==> config.mk <==
export PLATFORM = sky130hd
export DESIGN_NAME = rob_commit_unit
export DESIGN_NICKNAME = d
export VERILOG_FILES = /design/src/rtl/rob_commit_unit.sv
export SDC_FILE = /design/constraint.sdc
export NUM_CORES = 1
export LEC_CHECK = 0
export ABC_AREA = 1
export CAP_MARGIN = 20
export CORE_MARGIN = 2
export CORE_UTILIZATION = 42
export DETAILED_ROUTE_END_ITERATION = 10
export PLACE_DENSITY_LB_ADDON = 0.25
export SYNTH_ARGS = -nofsm -noshare
export SYNTH_HDL_FRONTEND = slang
export SYNTH_SLANG_ARGS = --single-unit
export TNS_END_PERCENT = 50
==> constraint.sdc <==
create_clock -name clk -period 2.1 [get_ports clk]
set_clock_uncertainty 0.15 [all_clocks]
set_input_delay 0.21 -clock clk [delete_from_list [all_inputs] [get_ports clk]]
set_output_delay 0.21 -clock clk [all_outputs]
set_load 0.1 [all_outputs]
==> src/rtl/rob_commit_unit.sv <==
// Retirement stage at the ROB head: commits completed entries in order to the
// register file and turns a faulting head into a one-cycle flush plus fetch redirect.
module rob_commit_unit #(
  parameter int              XLEN       = 32,
  parameter int              IDX_W      = 4,
  parameter logic [XLEN-1:0] EXC_VECTOR = XLEN'(32'h0000_2000)
) (
  input  logic             clk,
  input  logic             reset,
  input  logic             head_valid,
  input  logic             head_ready,
  input  logic [IDX_W-1:0] head_idx,
  input  logic [XLEN-1:0]  head_PC,
  input  logic [XLEN-1:0]  head_value,
  input  logic [4:0]       head_rd,
  input  logic             head_we,
  input  logic [2:0]       head_exc,
  input  logic [XLEN-1:0]  head_addr_miss,
  input  logic             commit_stall,
  input  logic             redirect_ready,
  output logic             commit_pop,
  output logic             rf_we,
  output logic [4:0]       rf_waddr,
  output logic [XLEN-1:0]  rf_wdata,
  output logic             flush,
  output logic             redirect_valid,
  output logic [XLEN-1:0]  redirect_PC,
  output logic [XLEN-1:0]  exc_PC,
  output logic [XLEN-1:0]  exc_addr,
  output logic [1:0]       exc_cause,
  output logic [IDX_W-1:0] exc_idx,
  output logic [31:0]      retired_count
);

  typedef enum logic [1:0] {
    ST_RUN      = 2'd0,
    ST_FLUSH    = 2'd1,
    ST_REDIRECT = 2'd2
  } state_t;

  state_t     state_q, state_d;
  logic       can_retire;
  logic       has_exc;
  logic       exc_take;
  logic [1:0] cause_d;

  // A stalled head is neither committed nor allowed to raise its exception.
  assign can_retire = head_valid & head_ready & ~commit_stall;
  assign has_exc    = |head_exc;

  // Lowest-numbered exception bit wins.
  always_comb begin
    if (head_exc[0])      cause_d = 2'd1;
    else if (head_exc[1]) cause_d = 2'd2;
    else if (head_exc[2]) cause_d = 2'd3;
    else                  cause_d = 2'd0;
  end

  // State register.
  // NOTE: clocked blocks use non-blocking (<=) so every register samples the
  // pre-edge value of its inputs, independent of block ordering.
  always_ff @(posedge clk or negedge reset) begin
    if (!reset) state_q <= ST_RUN;
    else        state_q <= state_d;
  end

  // Next-state logic.
  // NOTE: default assignment first so no path leaves state_d unassigned,
  // which would otherwise infer a latch.
  always_comb begin
    state_d = state_q;
    case (state_q)
      ST_RUN:      if (can_retire && has_exc) state_d = ST_FLUSH;
      ST_FLUSH:    state_d = ST_REDIRECT;
      ST_REDIRECT: if (redirect_ready) state_d = ST_RUN;
      default:     state_d = ST_RUN;
    endcase
  end

  // Output decode; commit_pop is forced low while reset is asserted.
  always_comb begin
    commit_pop     = 1'b0;
    exc_take       = 1'b0;
    flush          = 1'b0;
    redirect_valid = 1'b0;
    redirect_PC    = '0;
    case (state_q)
      ST_RUN: begin
        commit_pop = reset & can_retire & ~has_exc;
        exc_take   = reset & can_retire & has_exc;
      end
      ST_FLUSH:    flush = 1'b1;
      ST_REDIRECT: begin
        redirect_valid = 1'b1;
        redirect_PC    = EXC_VECTOR;
      end
      default: ;
    endcase
  end

  // Register-file write port: valid only in the cycle after a retirement.
  always_ff @(posedge clk or negedge reset) begin
    if (!reset) begin
      rf_we    <= 1'b0;
      rf_waddr <= '0;
      rf_wdata <= '0;
    end else begin
      rf_we <= commit_pop & head_we & (head_rd != 5'd0);
      if (commit_pop) begin
        rf_waddr <= head_rd;
        rf_wdata <= head_value;
      end
    end
  end

  always_ff @(posedge clk or negedge reset) begin
    if (!reset)          retired_count <= '0;
    else if (commit_pop) retired_count <= retired_count + 32'd1;
  end

  // Exception record survives the return to RUN until the next fault.
  always_ff @(posedge clk or negedge reset) begin
    if (!reset) begin
      exc_PC    <= '0;
      exc_addr  <= '0;
      exc_cause <= 2'd0;
      exc_idx   <= '0;
    end else if (exc_take) begin
      exc_PC    <= head_PC;
      exc_addr  <= head_addr_miss;
      exc_cause <= cause_d;
      exc_idx   <= head_idx;
    end
  end

endmodule
=== Word-level counts from Yosys, hierarchy flattened ===
Cells that the tools add are included.
Widths: inputs -> output; s select.

* Add/sub/neg operators: 1
* Multipliers: 0
* Divide/modulo/power cells: 0
* Order comparisons: 0
* Equal/unequal tests: 4
* Shifts and indexed selects: 0
* Muxes and demuxes: 11
* Bitwise operators: 9
* Reductions and logical operators: 5

{| class="wikitable"
|+ Operators with widths
! operator !! count
|-
| $add 32x1->32 const B || 1
|-
| $mux 14 || 1
|-
| $mux 2 || 5
|-
| $and 1x1->1 || 7
|-
| $pmux 2 s3 || 1
|-
| $reduce_bool 5->1 || 1
|-
| $mux 1 || 4
|-
| $ne 2x2->1 const B || 2
|-
| $reduce_or 3->1 || 1
|-
| $eq 2x1->1 const B || 1
|-
| $eq 2x2->1 const B || 1
|-
| $logic_not 2->1 || 1
|-
| $not 1->1 || 2
|-
| $reduce_and 2->1 || 1
|-
| $logic_and 1x1->1 || 1
|}

* Register bits after elaboration: 142
* Latch bits: 0
* Bits in writable memories: 0
* ROM bits: 0
* Output and inout port bits: 175
* Memories kept: 0

=== Logic depth before layout (Yosys ltp) ===
Gate-level depths: netlist of run 1.

* Depth in word-level cells: 7
* Mapped depth: 10

=== Worst setup path after synthesis of run 1 ===
Ideal clock, no wire load.

* Path type: register -> register
* Start point: register retired_count[0]
* End point: register retired_count[22]
* Library setup time: 157 ps
* Arrival: 2,082 ps
* Path slack: -288 ps
* Cell stages (with the launch flop): 9
* Buffers on the path: 1
* Cells stage by stage: dfrtp_1 -> ha_1 -> nand3_1 -> nor2_1 -> nand2_1 -> nor2_8 -> buf_8 -> nand2_2 -> xnor2_2

* Longest elaborated chain between the ends: 1

{| class="wikitable"
|+ Ends and longest elaborated chain
! what !! line !! text
|-
| start: declaration || 32 || <nowiki>output logic [31:0] retired_count</nowiki>
|-
| start signal: assignment || 118 || <nowiki>else if (commit_pop) retired_count <= retired_count + 32'd1;</nowiki>
|-
| $add 32x1->32 || 118 ||
|}

Every way passes these cells.
A chain may end at the register's enable or synchronous reset.

=== Worst setup path in the final report of run 1 ===
* Start point: register state_q[0]
* End point: output commit_pop

* Longest elaborated chain between the ends: 2

{| class="wikitable"
|+ Ends and longest elaborated chain
! what !! line !! text
|-
| start: declaration || 41 || <nowiki>state_t state_q, state_d;</nowiki>
|-
| start signal: assignment || 64 || <nowiki>else state_q <= state_d;</nowiki>
|-
| $logic_not 2->1 || 87 || <nowiki>case (state_q)</nowiki>
|-
| $mux 1 || 87 ||
|-
| end: declaration || 21 || <nowiki>output logic commit_pop,</nowiki>
|}

Every way passes these cells.

==> results.cfg, run 1 <==
[timing]
period_minus_slack_ns = 2.00
worst_slew_pin_slew_ns = 0.758
setup_violations = 0
hold_viol = 0
period_share = 0.951
max_freq_mhz = 501
hold_slack_ns = 0.179
setup_tns_ns = 0
max_slew_margin = 0.494
drv_slew = 0

[final_layout]
finalNetCount = 1133
post-route-util = 0.643
stdcell_count = 1214
layout-area-overhead-vs-synth_pct = 49.4
regArea_mm2 = 0.00357
nFillCells = 1266
diodes = 0
drive_gt1_frac = 0.214
multi_input_area_mm2 = 0.00231

[cts]
cts_tree = built
clockRootBuffer = clkbuf_16
cts_max_level = 4
clk_latency_ns = 0.41
cts.clk_slew.worst_paths_ns = 0.06
clkSinkCount = 142
clock_path_buffers = 2
cts_buffers = 17

[synth]
yosys.area.top_type = dfrtp_1
netlist_area_mm2 = 0.00628
ys_warn_count = 0
syn_inst = 751
synthTopCellsByArea = dfrtp_1, nand2_1, buf_4
yosysTopAreaCellShare = 0.565
synth-seq-cells = 142
synth.avg_cell_area_um2 = 8.37
synthDistinctLibCells = 28
yosysSeqAreaShare = 0.565

[die]
die_x_um = 126
io_pins = 290
start_util = 0.431
core_mm2 = 0.0146
die_h_um = 126
die_area_mm2 = 0.0160
rows = 44

[worst_setup_path]
critPathSlowestCell = dfrtp_1
startpoint_type = flop
worst_path_largest_cell_delay_ns = 0.40
crit_path_end_kind = primary output
worst_path_most_repeated_cell = buf_12
critical_path.max_fanout = 14
arrival_ns = 1.64
worstSetupPathType = flop to primary output
cp_cell_sequence = nor2_4 -> nand2_1 -> nor2_1 -> nand2_2 -> inv_4 -> buf_12 -> buf_12
required_ns = 1.74

[routing]
drtIter0Drc = 234
wire_per_inst_um = 13.7
vias_per_cell = 4.52
final_antenna_net_count = 0
routed_wl_mm = 16.6
drc = 0
num_vias = 5484
first_pass_iters = 4

[status]
status = finished, final reports clean

[grt]
grt_pass1_wl_mm = 26.8
grt_pass1_vias = 5290
grt_max_degree = 143
grt_overflow = 0
grt.total_usage = 0.211
grt_antenna_before_repair = 0

[power]
p_per_area_mw_per_mm2 = 1240
p_leak_nw = 5.03
p_total_w = 0.0117
peakVddDrop_v = 0.00100

[run]
cap_violations = 0

[placed_design]
io_buffer_count = 258
dp.cells = 1177
gp_congestion = 0.833
dpl.hpwl_mm = 11.9

[worst_hold_path]
hold_class = primary input to flop
cell usage in the layout, fill, tap and decap left out:
cell type,count
dfrtp_1,132
bufinv_16,5
clkinvlp_4,1
clkbuf_1,1
nand3b_1,2
nand4_1,11
nor3_1,3
o21ai_1,1
clkdlybuf4s50_1,113
dlygate4sd3_1,1
xnor2_2,3
buf_6,1
bufbuf_16,1
dfrtp_2,10
inv_4,1
clkbuf_16,17
ha_1,1
buf_4,149
o21ai_0,3
nand2_1,395
inv_1,40
nor2_2,6
clkinv_2,4
clkinv_4,1
nand2_2,4
buf_12,8
nor2_1,33
o21bai_1,1
conb_1,31
clkbuf_8,3
nor2_4,4
xor2_1,8
nor2_8,1
a21oi_1,1
nand3_1,24
inv_2,1
o211ai_1,1
xnor2_1,8
critical path, delay by kind of cell (launching register included):
| kind | cells | cell delay, ns |
|---|---|---|
| AND/OR/NAND/NOR | 4 | 0.42 |
| buffers and inverters | 3 | 0.41 |
| flip-flops | 1 | 0.40 |
sequential cells by signal, indices dropped and copies added, names as in the netlist:
signal	flops
exc_PC	32
rf_wdata	32
state_q	2
retired_count	32
exc_idx	4
exc_cause	2
rf_waddr	5
rf_we	1
exc_addr	32
timing repair:
item                                    in CTS  in global routing
endpoints found under the setup margin       1                  1
pin swaps                                    0                  2
buffers inserted                             0                  3
endpoints found under the hold margin      142                  0
hold buffers                                 1                  0
gates cloned                                 1                  0
resized for setup                            1                  1
worst paths after layout:
check                         startpoint  cells after the start           endpoint  slack (ns)
setup / recovery              state_q[0]                      7         commit_pop        0.10
hold / removal             head_value[0]                      3        rf_wdata[0]        0.18
setup reg to reg              state_q[0]                      8  retired_count[13]        0.34
hold reg to reg             exc_addr[25]                      2       exc_addr[25]        0.32
max in group asynchronous          reset                      3  retired_count[11]        0.77
min in group asynchronous          reset                      3         state_q[0]        0.41
report_power, final:
part	total, W	switching (W)	internal [W]
clock	0.00330	0.00111	0.00220
sequential	0.00341	0.000240	0.00317
combinational	0.00494	0.00402	0.000929
total	0.0117	0.00536	0.00629
stage by stage:
stage | setup WS, ns | instance area [um^2]
6_report | 0.103 | 9390
3_3_place_gp | 0.120 | 8660
3_5_place_dp | 0.0725 | 8660
4_1_cts | 0.0194 | 9360
5_1_grt | -0.00238 | 9390
2_1_floorplan | -0.0377 | 6410
cells by family after synthesis:
group	synth area share
AND/OR/NAND/NOR	0.310
XOR/XNOR	0.0301
buffers and inverters	0.0856
AO/OA/AOI/OAI	0.00637
other	0.000597
adder cells (fa/ha/maj)	0.00199
flip-flops	0.565
cell type report:
type                            instances  area share
Inverter                               42      0.0171
Sequential cell                       142       0.380
Timing Repair Buffer                  273       0.262
Clock buffer                           21      0.0501
Tap cell                              184      0.0245
Multi-Input combinational cell        541       0.246
Clock inverter                         11      0.0199
synth_stat cells (all sizes together):
library cell	count
nand4	11
clkbuf	1
inv	42
nand3b	2
nor2	44
o21bai	1
buf	55
xor2	8
conb	1
nor3	3
o21ai	4
o211ai	1
nand2	399
a21oi	1
nand3	24
dfrtp	142
xnor2	11
ha	1
routing by layer:
metal	routed length (um)	global-route usage	vias up
met3	1130	0.0612	25
met4	361	0.0808	0
met1	6840	0.258	2516
li1	-	-	2752
met2	8260	0.354	191
met5	0	0	-
No activity file was read; power rests on OpenSTA's default activity.
==> run 2, diff against run 1 <==
Settings changed: CTS_CLUSTER_DIAMETER set to 150, HOLD_SLACK_MARGIN set to 0.03.
==> results of run 2 <==
No change in the layout: final DEF, timing and power equal those of run 1.
